[config.mk]
export PLATFORM = sky130hd
export DESIGN_NAME = mips_store_buffer
export DESIGN_NICKNAME = d
export VERILOG_FILES = /design/src/rtl/mips_store_buffer.sv
export SDC_FILE = /design/constraint.sdc
export NUM_CORES = 1
export LEC_CHECK = 0
export CAP_MARGIN = 20
export CORE_MARGIN = 10
export CORE_UTILIZATION = 25
export CTS_CLUSTER_SIZE = 40
export DETAILED_ROUTE_END_ITERATION = 7
export HOLD_SLACK_MARGIN = 0.05
export PLACE_DENSITY_LB_ADDON = 0.1
export SLEW_MARGIN = 10
export SYNTH_ARGS = -nofsm -noshare
export SYNTH_HDL_FRONTEND = slang
export SYNTH_SLANG_ARGS = --single-unit
[constraint.sdc]
create_clock -name clk -period 8.28 [get_ports clk]
set_input_delay 1.656 -clock clk [delete_from_list [all_inputs] [get_ports clk]]
set_output_delay 1.656 -clock clk [all_outputs]
set_load 0.02 [all_outputs]
[src/rtl/mips_store_buffer.sv]
// Posted-write store buffer between MEM stage and word-addressed data memory.
// Optional in-place store coalescing is enabled by defining MIPS_SB_COALESCE_EN.
module mips_store_buffer #(
  parameter int unsigned DEPTH  = 4,
  parameter int unsigned ADDR_W = 32,
  parameter int unsigned DATA_W = 32
) (
  input  logic                     clk,
  input  logic                     rst_n,
  input  logic [ADDR_W-1:0]        cpu_address,
  input  logic [DATA_W-1:0]        cpu_write_data,
  input  logic                     cpu_mem_write,
  input  logic                     cpu_mem_read,
  output logic [DATA_W-1:0]        cpu_read_data,
  output logic                     stall,
  output logic                     sb_empty,
  output logic [$clog2(DEPTH):0]   sb_count,
  output logic [ADDR_W-1:0]        address,
  output logic [DATA_W-1:0]        write_data,
  output logic                     mem_write,
  output logic                     mem_read,
  input  logic [DATA_W-1:0]        read_data
);

  localparam int unsigned PTR_W = $clog2(DEPTH);
  localparam int unsigned CNT_W = $clog2(DEPTH) + 1;

  typedef struct packed {
    logic [ADDR_W-1:0] addr;
    logic [DATA_W-1:0] data;
  } sb_entry_t;

  sb_entry_t        entry_q [DEPTH];
  sb_entry_t        entry_d [DEPTH];
  logic [PTR_W-1:0] head_q, head_d;
  logic [PTR_W-1:0] tail_q, tail_d;
  logic [CNT_W-1:0] count_q, count_d;

  logic             full_c;
  logic             drain_c;
  logic             load_c;
  logic             enq_c;
  logic             coalesce_c;
  logic             match_c;
  logic [PTR_W-1:0] match_idx_c;
  logic [DATA_W-1:0] match_data_c;

  assign full_c  = (count_q == CNT_W'(DEPTH));
  assign drain_c = (count_q != '0) && !cpu_mem_read;
  assign load_c  = cpu_mem_read && !cpu_mem_write;

  // Scan oldest to youngest so the last hit is the youngest matching entry.
  always_comb begin
    logic [PTR_W-1:0] idx;
    idx          = '0;
    match_c      = 1'b0;
    match_idx_c  = '0;
    match_data_c = '0;
    for (int k = 0; k < int'(DEPTH); k++) begin
      idx = head_q + PTR_W'(k);
      if ((CNT_W'(k) < count_q) && (entry_q[idx].addr == cpu_address)) begin
        match_c      = 1'b1;
        match_idx_c  = idx;
        match_data_c = entry_q[idx].data;
      end
    end
  end

`ifdef MIPS_SB_COALESCE_EN
  // A head entry leaving this cycle cannot absorb the store; it is queued anew.
  assign coalesce_c = cpu_mem_write && match_c && !((match_idx_c == head_q) && drain_c);
`else
  assign coalesce_c = 1'b0;
`endif

  assign enq_c = cpu_mem_write && !full_c && !coalesce_c;
  assign stall = cpu_mem_write && full_c && !coalesce_c;

  // Next-state for pointers, count and storage.
  always_comb begin
    entry_d = entry_q;
    head_d  = head_q;
    tail_d  = tail_q;
    count_d = count_q;
    if (enq_c) begin
      entry_d[tail_q] = '{addr: cpu_address, data: cpu_write_data};
      tail_d          = tail_q + PTR_W'(1);
    end
    if (coalesce_c) begin
      entry_d[match_idx_c].data = cpu_write_data;
    end
    if (drain_c) begin
      head_d = head_q + PTR_W'(1);
    end
    case ({enq_c, drain_c})
      2'b10:   count_d = count_q + CNT_W'(1);
      2'b01:   count_d = count_q - CNT_W'(1);
      default: count_d = count_q;
    endcase
  end

  always_ff @(posedge clk or negedge rst_n) begin
    if (!rst_n) begin
      head_q  <= '0;
      tail_q  <= '0;
      count_q <= '0;
      for (int i = 0; i < int'(DEPTH); i++) begin
        entry_q[i] <= '0;
      end
    end else begin
      head_q  <= head_d;
      tail_q  <= tail_d;
      count_q <= count_d;
      for (int i = 0; i < int'(DEPTH); i++) begin
        entry_q[i] <= entry_d[i];
      end
    end
  end

  // Memory-side and CPU-side result muxing; idle drives zeros.
  always_comb begin
    mem_write     = 1'b0;
    mem_read      = 1'b0;
    address       = '0;
    write_data    = '0;
    cpu_read_data = '0;
    if (load_c) begin
      mem_read      = 1'b1;
      address       = cpu_address;
      cpu_read_data = match_c ? match_data_c : read_data;
    end else if (drain_c) begin
      mem_write  = 1'b1;
      address    = entry_q[head_q].addr;
      write_data = entry_q[head_q].data;
    end
  end

  assign sb_count = count_q;
  assign sb_empty = (count_q == '0);

endmodule

Word-level counts from Yosys, hierarchy flattened
Index checks and enable logic that the tools add are counted.

word-level totals
  register bits after elaboration = 263
  input bits = 100
  output and inout port bits = 103
  logic and storage cells = 87

operators by class
  add/subtract/negate cells = 6
  $lt $le $gt $ge = 10
  equal/unequal tests = 7
  multiplexer cells = 33
  bitwise gates (word level) = 5
  reductions and logical operators = 15

operators with widths
  cell                                                         number
  2-to-1 mux 64 bit                                            9
  binary-select mux 64 bit (select 2 bit)                      4
  2-to-1 mux 32 bit                                            10
  bitwise mux 256 bit                                          1
  demux 64 bit (select 2 bit)                                  1
  == test 32 bit                                               4
  greater-or-equal comparator 3 bit (second input constant)    5
  NOT 2 -> 3 bit                                               5
  logical AND 1 bit                                            9
  2-to-1 mux 1 bit                                             7
  less-than comparator 1 x 3 -> 1 bit (first input constant)   2
  less-than comparator 2 x 3 -> 1 bit (first input constant)   2
  case mux 3 bit (2 select lines)                              1
  adder 2 x 1 -> 2 bit (second input constant)                 2
  adder 2 bit (second input constant)                          2
  adder 3 x 1 -> 3 bit (second input constant)                 1
  == test 3 bit (second input constant)                        1
  zero test 1 bit                                              3
  zero test 3 bit                                              1
  less-than comparator 3 x 1 -> 1 bit (second input constant)  1
  nonzero test 3 bit                                           1
  subtractor 3 x 1 -> 3 bit (second input constant)            1
  == test 2 x 1 -> 1 bit (second input constant)               1
  == test 2 bit (second input constant)                        1
  nonzero test 2 bit                                           1

Longest topological paths before layout
Gate-level depths: netlist (run 1).

  word-level depth = 12
  gate-level depth with buffers = 17
  depth with buffers taken out = 9

Least setup slack after synthesis (run 1)
No wires, ideal clock.

  path type = input to output
  start point = in cpu_address[26]
  end point = out cpu_read_data[26]
  arrival time = 4.143 ns
  data required time = 6.624 ns
  path slack = 2.481 ns
  stages on the path = 13
  buffers on the path = 5
  cell sequence = buf_1 xnor2_1 or4_1 o22ai_2 nand3_2 buf_6 buf_6 buf_2 buf_2 o21ai_0 o2bb2ai_1 a21oi_1 o22ai_1

between the ends
  cells in the longest elaborated chain, start to end = 8
  elaborated cells on any way between the ends = 18
  those cells by class = 4 x eq/ne; 10 x mux; 4 x reduce/logical

ends and longest elaborated chain
  item                                                                 line  source
  from (decl)                                                          10    input logic [ADDR_W-1:0] cpu_address,
  == test 32 bit                                                       61    if ((CNT_W'(k) < count_q) && (entry_q[idx].addr == cpu_address)) begin
  logical AND 1 bit                                                    61
  2-to-1 mux 32 bit or 2-to-1 mux 1 bit (tied branches) (4 in series)  61
  2-to-1 mux 32 bit (*)                                                130   cpu_read_data = match_c ? match_data_c : read_data;
  2-to-1 mux 32 bit (*)                                                127   if (load_c) begin
  to (decl)                                                            14    output logic [DATA_W-1:0] cpu_read_data,

Mark *: on every way between the ends. The rest lies on a longest branch, timed or not.

Worst setup path after layout (run 1)
  start point = in cpu_address[7]
  end point = out cpu_read_data[30]

Same word-level chain as after synthesis.

==> results of run 1 <==
[sequential cells by signal (all words and copies together) (netlist names)]
register and cells:
head_q 2, tail_q 2, sb_count 3, entry_q 256
[critical path, cell delays in order]
cell and delay (ns):
sky130_fd_sc_hd__clkdlybuf4s50_1 0.61, sky130_fd_sc_hd__inv_1 0.31, sky130_fd_sc_hd__o22ai_1 0.17, sky130_fd_sc_hd__nor4_1 0.40, sky130_fd_sc_hd__o2111ai_1 0.25, sky130_fd_sc_hd__nor4_1 0.35, sky130_fd_sc_hd__nand4_1 0.31, sky130_fd_sc_hd__nand3b_1 0.19
sky130_fd_sc_hd__buf_4 0.44, sky130_fd_sc_hd__o211ai_1 0.14, sky130_fd_sc_hd__o22ai_1 0.46, sky130_fd_sc_hd__clkdlybuf4s50_1 0.71
[worst paths after layout]
check / end / slack (ns) / cells after the start
min in group asynchronous: entry_q[171] / 1.11 / 1
worst min-delay path: entry_q[177] / 0.52 / 2
worst max-delay path: cpu_read_data[30] / 0.62 / 12
worst max register to register: sb_count[2] / 4.68 / 10
max in group asynchronous: head_q[1] / 5.76 / 2
worst min register to register: entry_q[177] / 0.52 / 2
[layer usage]
layer / global-route usage (%) / routed length [um] / vias up
met5: 0 / 39 / -
met4: 5.02 / 2070 / 6
met3: 3.05 / 4400 / 112
met2: 28.7 / 39400 / 510
met1: 22.0 / 36500 / 8912
li1: - / - / 8071
[metrics by stage]
step / util (%) / power, mW / hold slack [ns] / cell area [sq um] / worst slack, ns
2_1_floorplan: - / 7.25 / 0.465 / 20300 / 2.48
3_3_place_gp: 28.9 / 9.41 / 0.481 / 23200 / 0.518
3_5_place_dp: 28.9 / 9.45 / 0.497 / 23200 / 0.599
4_1_cts: 30.5 / 11.3 / 0.511 / 24600 / 0.571
5_1_grt: 30.6 / 12.0 / 0.535 / 24600 / 0.366
6_report: 30.6 / 11.2 / 0.517 / 24600 / 0.616
[power by group]
part	switching [mW]	internal (mW)	leakage, nW
registers	0.693	1.95	3.14
logic	3.81	2.98	5.78
clock network	0.693	1.09	0.668
[layout by cell type, fill, tap and decap left out, drive strengths merged, types with 46 or more instances in the layout]
| cell type | instances |
|---|---|
| nor2 | 124 |
| clkdlybuf4s50 | 201 |
| mux2i | 234 |
| o21ai | 174 |
| a21oi | 94 |
| dfrtp | 263 |
| mux2 | 300 |
| buf | 56 |
| clkbuf | 53 |
| nand2 | 168 |
| o22ai | 46 |
| xnor2 | 83 |
| a211oi | 60 |
[cell type report]
class | instances | area [sq um] | share of cell area, %
multi-input cells | 1622 | 12700 | 51.6
flip-flops and latches | 263 | 6590 | 26.8
repair buffers | 257 | 2560 | 10.4
well taps | 1060 | 1330 | 5.39
clock buffers | 53 | 1170 | 4.76
clock inverters | 17 | 186 | 0.758
inverters | 19 | 76.3 | 0.310
diodes | 2 | 5.00 | 0.0203
[kinds of logic (layout without fill, tap and decap cells)]
family	count (synthesis)	after routing	synth area share [%]
xor+xnor	103	103	4.43
mux	558	558	31.0
compound gates	537	537	16.9
fa+ha+maj	8	8	0.492
other cells	0	2	0
buf+inv	241	346	5.55
simple gates	416	416	9.31
flops	263	263	32.4
==> results by stage, run 1 <==
Run status:
- The run finished with clean final reports.

STA:
- Dividing the final minimum period by the clock period gives 92.6%.
- The worst clock skew on the final layout is 0.0271 ns.
- The actual slew at the worst max-slew pin is 1.10 ns.
- The number of hold-slack violations in the final timing report is 0.
- Setup violations remaining at the end of the flow were counted as 0.
- The maximum operating frequency is 0.130 GHz.
- The final critical path time including I/O delays and setup is 7.66 ns.
- Setup repair after global routing left no endpoint under its margin.
- The final-report max-slew violation count was 0.
- The summed negative setup slack over all endpoints is 0 ns.
- The worst pin sits at a relative slew slack of 26.7%.

Power and ir drop:
- Summed over all cells, the static leakage comes to 9.59 nW.
- In this run the power density over the cells is 456 mW/mm^2.
- Across the VDD grid, the largest voltage drop is 260 uV.

Clocking:
- The number of post-CTS setup repair buffers is 0.
- The TritonCTS clock tree is built.
- The total of hold buffers inserted after clock tree synthesis is 0.
- The CTS H-tree depth is 2.
- The cell at the root of the clock tree is sky130_fd_sc_hd__clkbuf_16.
- The tree built by TritonCTS fans out to 263 sinks.
- The clock-pin transition on the worst setup and hold timing paths is 0.05 ns.
- The CTS buffer count is 40.
- The clock reaches the later pin of the worst-skew pair after 0.57 ns.
- The number of buffers on the longest clock path is 3.
- Gates resized during post-CTS repair numbered 0.

Yosys:
- The netlist uses 65 different library cells.
- Each instance of the synthesized netlist takes up on average 9.57 sq um.
- After synthesis the netlist holds a flip-flop and latch count of 263.
- By area the synthesized netlist is led by sky130_fd_sc_hd__dfrtp_1 32%, sky130_fd_sc_hd__mux2_2 16%, sky130_fd_sc_hd__mux2i_1 11%.
- The gate count of the mapped netlist is 2,126.
- The synthesized net count is 2,234.
- The most used standard cell by instance count after synthesis is sky130_fd_sc_hd__mux2_2.
- During synthesis, Yosys emitted a total of 0 warnings.
- The synthesized design devotes to its leading area cell type 32.4% of total area.
- The synthesized netlist occupies a cell area of 0.0203 sq mm.
- sky130_fd_sc_hd__dfrtp_1 takes more of the synthesized area than any other cell.
- The share of flip-flops with an asynchronous set or reset after synthesis is 100%.
- For this run, the leading register cell type out of synthesis is sky130_fd_sc_hd__dfrtp_1.
- Counting flops with a built-in enable in the synthesized netlist gives 0.
- Summing the sequential cell areas from Yosys gives 32.4% of the chip area.
- By count the netlist is led by 298 x sky130_fd_sc_hd__mux2_2, 263 x sky130_fd_sc_hd__dfrtp_1, 230 x sky130_fd_sc_hd__mux2i_1.

Global route:
- The number of global-route vias before repair is 17,900.
- Across every metal layer, demand over resource in global routing totals 17.0%.
- The first global-routing pass estimated 123,000 um of wire.
- The initial antenna violation count is 6.
- The residual overflow from global routing is 0.
- The maximum number of pins on one net before global-route repair is 171.

Layout:
- The final cell count without fillers is 3,293.
- The fraction of final layout cells sized beyond drive strength 1 is 21.1%.
- The net count of the finished layout is 2,311.
- The growth of design area from synthesis to finish is 21.0%.
- The filler cells instantiated in the layout total 8,345.

Floorplan:
- The x dimension of the die is 305 um.
- The floorplan step set the die height to 305 um.
- The number of standard-cell rows in the floorplan is 104.
- In this run the count of I/O pins placed on the die edge is 203.
- The core region is 0.0805 sq mm.
- The overall die area is 0.0932 sq mm.
- The starting density of the core is 25.3%.

Setup path:
- The data arrival time of the critical path is 6.01 ns.
- STA classifies the critical path endpoint as a primary output.
- The required arrival time at the worst endpoint is 6.62 ns.
- The worst register-to-register path begins at sb_count[0].
- The maximum fanout count along the critical path is 32.
- The launching element type of the critical path is a primary input.
- The critical path class is primary input to primary output.
- The most critical setup path has its startpoint at cpu_address[7].

Detailed routing:
- The final routed DRC violation total is 0.
- For this block, the routed nets add up to 82,400 um of wire.
- The length of the first detailed-routing pass in iterations is 5.
- The number of design-rule violations left by the first detailed-router iteration is 1,423.
- Once detail routing completed, the nets flagged for antenna violations numbered 0.
- In the final routed layout, each cell accounts on average for 25.0 um.
- The via count is 17,600.
- Using the TritonRoute via totals, the vias-per-cell ratio works out to 5.35.

Hold path:
- The worst hold path class is register to register.
- The startpoint identified for the worst hold timing path is entry_q[177].

Placed design:
- The count of buffers inserted at the top-level ports is 202.
- Including well taps, the total number of placed cells is 3,221.
- The weighted congestion reported at the end of routability-driven placement is 0.894.
- The post-detailed-placement half-perimeter wirelength is 55,800 um.

Flow run:
- The max-cap violation count is 0.
(Power assumes the default switching activity.)
==> inputs of run 2 (changes only) <==
--- a/config.mk
+++ b/config.mk
@@ -12,7 +12,7 @@
 export DETAILED_ROUTE_END_ITERATION = 7
 export HOLD_SLACK_MARGIN = 0.05
 export PLACE_DENSITY_LB_ADDON = 0.1
-export SLEW_MARGIN = 10
+export SLEW_MARGIN = 25
 export SYNTH_ARGS = -nofsm -noshare
 export SYNTH_HDL_FRONTEND = slang
 export SYNTH_SLANG_ARGS = --single-unit
==> run 2 against run 1 <==
Count of clock-buffer cells in the layout rose by 3. Maximum frequency is 0.25% lower. Core utilization barely moved. Global-route usage barely moved. Non-clock buffer count stayed put. Total power increased by 0.50%. Critical path type unchanged.
==> results by stage, run 2 (synthesis gave the netlist of run 1 again) <==
Setup path:
- The critical path is of the primary input to primary output type.
- The cell depth of the worst flop-to-flop path is 10 (unchanged).
- The required arrival time at the worst endpoint is 6.62 ns (about the same).
- The worst-case register-to-register setup slack is 4.72 ns (+0.04 ns).
- The maximum fanout count along the critical path is 32 (unchanged).
- The data arrival time of the critical path is 6.03 ns (+0.02 ns).
- Tracing the worst setup path back leads to its startpoint at cpu_address[7].
- STA classifies the critical path startpoint as a primary input.
- The kind of capture point of the worst setup path is a primary output.
- In this run the critical register-to-register path is launched from sb_count[0].
- The critical path ends at cpu_read_data[30].
- The endpoint of the most critical register-to-register path is sb_count[2].

Power and ir drop:
- The switching share of power is 46.3% (about the same).
- The power density over cell area is 458 mW/mm^2 (+0.37%).
- The power spent charging and discharging nets is 5.23 mW (+0.50%).
- The standby leakage power is 9.60 nW (+0.17%).
- The internal power is 6.05 mW (+0.50%).
- The largest voltage drop on the vdd net is 243 uV (-6.8%).
- The proportion of power drawn by the clock network was 16.1% (+0.2 points).
- The portion of total power attributed to combinational logic is 60.4% (-0.2 points).
- The total power after layout is 11.3 mW (+0.50%).
- The sequential power share is 23.5% (about the same).

Floorplan:
- The overall die area is 0.0932 sq mm (unchanged).
- The x dimension of the die was 305 um (unchanged).
- The core area is 0.0805 sq mm (unchanged).
- The number of standard-cell rows in the floorplan is 104 (unchanged).
- The starting density of the core is 25.3% (unchanged).
- The number of placed I/O pins came to 203 (unchanged).
- The height of the chip is 305 um (unchanged).

Layout:
- The growth of design area from synthesis to finish is 21.1%.
- The final cell count without fillers was 3,296 (+0.091%).
- The count of fill cells added during filler insertion came to 8,338 (-0.084%).
- The total non-filler cell area in the finished layout is 0.0246 sq mm (+0.14%).
- The flip-flop count of the largest register, all copies and words added is 256 (unchanged).
- The fraction of final layout cells sized beyond drive strength 1 came to 21.1% (about the same).
- The utilization after layout is 30.6% (+0.042 points).
- In the layout the commonest cells are 298 x sky130_fd_sc_hd__mux2_2, 261 x sky130_fd_sc_hd__dfrtp_1, 230 x sky130_fd_sc_hd__mux2i_1.
- The most frequent standard cell in the layout excluding fill and tap cells is sky130_fd_sc_hd__mux2_2.
- The net count of the finished layout is 2,311 (unchanged).
- More flip-flops sit in one register than any other, and that register is entry_q.

Clocking:
- The number of post-CTS setup repair buffers was 0 (unchanged).
- The CTS H-tree depth is 2 (unchanged).
- The clock insertion delay at the later pin of the skew report is 0.57 ns (about the same).
- The number of buffers on the longest clock path was 3 (unchanged).
- The clock-pin transition on the worst setup and hold timing paths is 0.06 ns (about the same).
- The total number of clock tree sinks is 263 (unchanged).
- The TritonCTS clock tree is built.
- The total of hold buffers inserted after clock tree synthesis is 0 (unchanged).
- The CTS buffer count is 40 (unchanged).
- The post-CTS resize count is 0 (unchanged).
- The cell sitting at the root of the clock tree is a sky130_fd_sc_hd__clkbuf_16.

Placed design:
- The placed cell count came to 3,221 (unchanged).
- The weighted congestion reported at the end of routability-driven placement is 0.894 (unchanged).
- The cell area after placement is 0.0232 sq mm (about the same).
- The post-placement setup slack is 0.593 ns (-0.00575 ns).
- The post-detailed-placement half-perimeter wirelength was 55,700 um (about the same).
- The count of buffers inserted at the top-level ports was 202 (unchanged).

Detailed routing:
- The length of the first detailed-routing pass in iterations was 5 (unchanged).
- The total wire length came to 82,700 um (+0.37%).
- The final routed DRC violation total is 0 (unchanged).
- The number of design-rule violations left by the first detailed-router iteration is 1,471 (+3.4%).
- The average routed wire per standard cell is 25.1 um (+0.28%).
- The via count is 17,700 (+0.41%).
- The count of nets left with antenna violations after detail routing is 0 (unchanged).
- The via count normalized by instance count is 5.36 (+0.32%).

Global route:
- The met2 track demand over resource is 28.8% (+0.15 points).
- The residual overflow from global routing is 0 (unchanged).
- The busiest layer in global routing is met2.
- The met3 track utilization from global routing is 3.00% (-0.048 points).
- The combined global-route utilization of all metal layers is 17.0% (about the same).
- The number of global-route vias before repair is 17,900 (-0.056%).
- The global-route track usage on met1 is 22.1% (+0.11 points).
- The initial antenna violation count is 5 (-1).
- The wire length of the first global-routing pass is 123,000 um (-0.12%).
- The maximum number of pins on one net before global-route repair came to 171 (unchanged).

STA:
- The summed negative setup slack over all endpoints is 0 ns (unchanged).
- The number of hold-slack violations in the final timing report was 0 (unchanged).
- Setup repair after global routing left no endpoint under its margin.
- The maximum operating frequency was 0.130 GHz (-0.25%).
- The share of the clock period used by the worst path after layout is 92.8% (+0.23 points).
- The final critical path time including I/O delays and setup was 7.68 ns (+0.0193 ns).
- The count of final setup violators is 0 (unchanged).
- The setup slack after layout came to 0.596 ns (-0.0193 ns).
- The final-report max-slew violation count is 0 (unchanged).
- The headroom to the max-slew limit is 31.7% (+5.0 points).
- The worst hold slack across all endpoints is 0.513 ns (-0.00476 ns).
- The worst clock skew on the final layout came to 0.0317 ns (+0.00458 ns).
- The actual slew at the worst max-slew pin is 1.03 ns (-0.0724 ns).

Hold path:
- The worst hold path class is register to register.

Flow run:
- The max-cap violation count is 0 (unchanged).

Run status:
- The run finished with clean final reports.
-- run 2: cell count changes in the layout (fill, tap and decap cells not counted) --
cell / before / now
sky130_fd_sc_hd__clkbuf_1: 2 / 6
sky130_fd_sc_hd__a21boi_1: 1 / 0
sky130_fd_sc_hd__a21boi_2: 0 / 1
sky130_fd_sc_hd__bufinv_16: 3 / 4
sky130_fd_sc_hd__clkbuf_8: 10 / 9
sky130_fd_sc_hd__clkinv_4: 1 / 2
sky130_fd_sc_hd__clkinvlp_4: 3 / 2
sky130_fd_sc_hd__diode_2: 2 / 1
-- run 2: how the worst min path moves through the flow --
stage	start	end	cells after the start
6_report	entry_q[113]	entry_q[113]	2
3_3_place_gp	entry_q[177]	entry_q[177]	2
4_1_cts	entry_q[113]	entry_q[113]	2
3_5_place_dp	entry_q[241]	entry_q[241]	2
5_1_grt	entry_q[6]	entry_q[6]	1
2_1_floorplan	entry_q[113]	entry_q[113]	2
-- run 2: area by class of cell --
cell class / count / area, sq um / area share [%]
Antenna cell: 1 / 2.50 / 0.0102
Clock buffer: 56 / 1170 / 4.76
Clock inverter: 18 / 218 / 0.884
Inverter: 19 / 76.3 / 0.310
Multi-Input combinational cell: 1622 / 12700 / 51.5
Sequential cell: 263 / 6590 / 26.7
Tap cell: 1060 / 1330 / 5.38
Timing Repair Buffer: 257 / 2560 / 10.4
-- run 2: critical path: stages --
cell	delay, ns
sky130_fd_sc_hd__clkdlybuf4s50_1	0.62
sky130_fd_sc_hd__inv_1	0.33
sky130_fd_sc_hd__o22ai_1	0.19
sky130_fd_sc_hd__nor4_1	0.39
sky130_fd_sc_hd__o2111ai_1	0.24
sky130_fd_sc_hd__nor4_1	0.35
sky130_fd_sc_hd__nand4_1	0.31
sky130_fd_sc_hd__nand3b_1	0.19
sky130_fd_sc_hd__buf_4	0.44
sky130_fd_sc_hd__o211ai_1	0.14
sky130_fd_sc_hd__o22ai_1	0.44
sky130_fd_sc_hd__clkdlybuf4s50_1	0.71
-- run 2: per-layer routing --
metal | part of all wire (%) | up-vias
met3 | 5.3 | 106
li1 | - | 8096
met2 | 48 | 533
met5 | 0.067 | -
met1 | 45 | 8940
met4 | 2.2 | 8
-- run 2: power groups by stage --
stage	Clock, mW	Combinational, mW	Sequential [mW]
global placement	0	6.80	2.62
global route	1.93	7.33	2.76
finish	1.82	6.81	2.65
detailed placement	0	6.80	2.65
CTS	1.88	6.83	2.64
floorplan	0	4.86	2.39
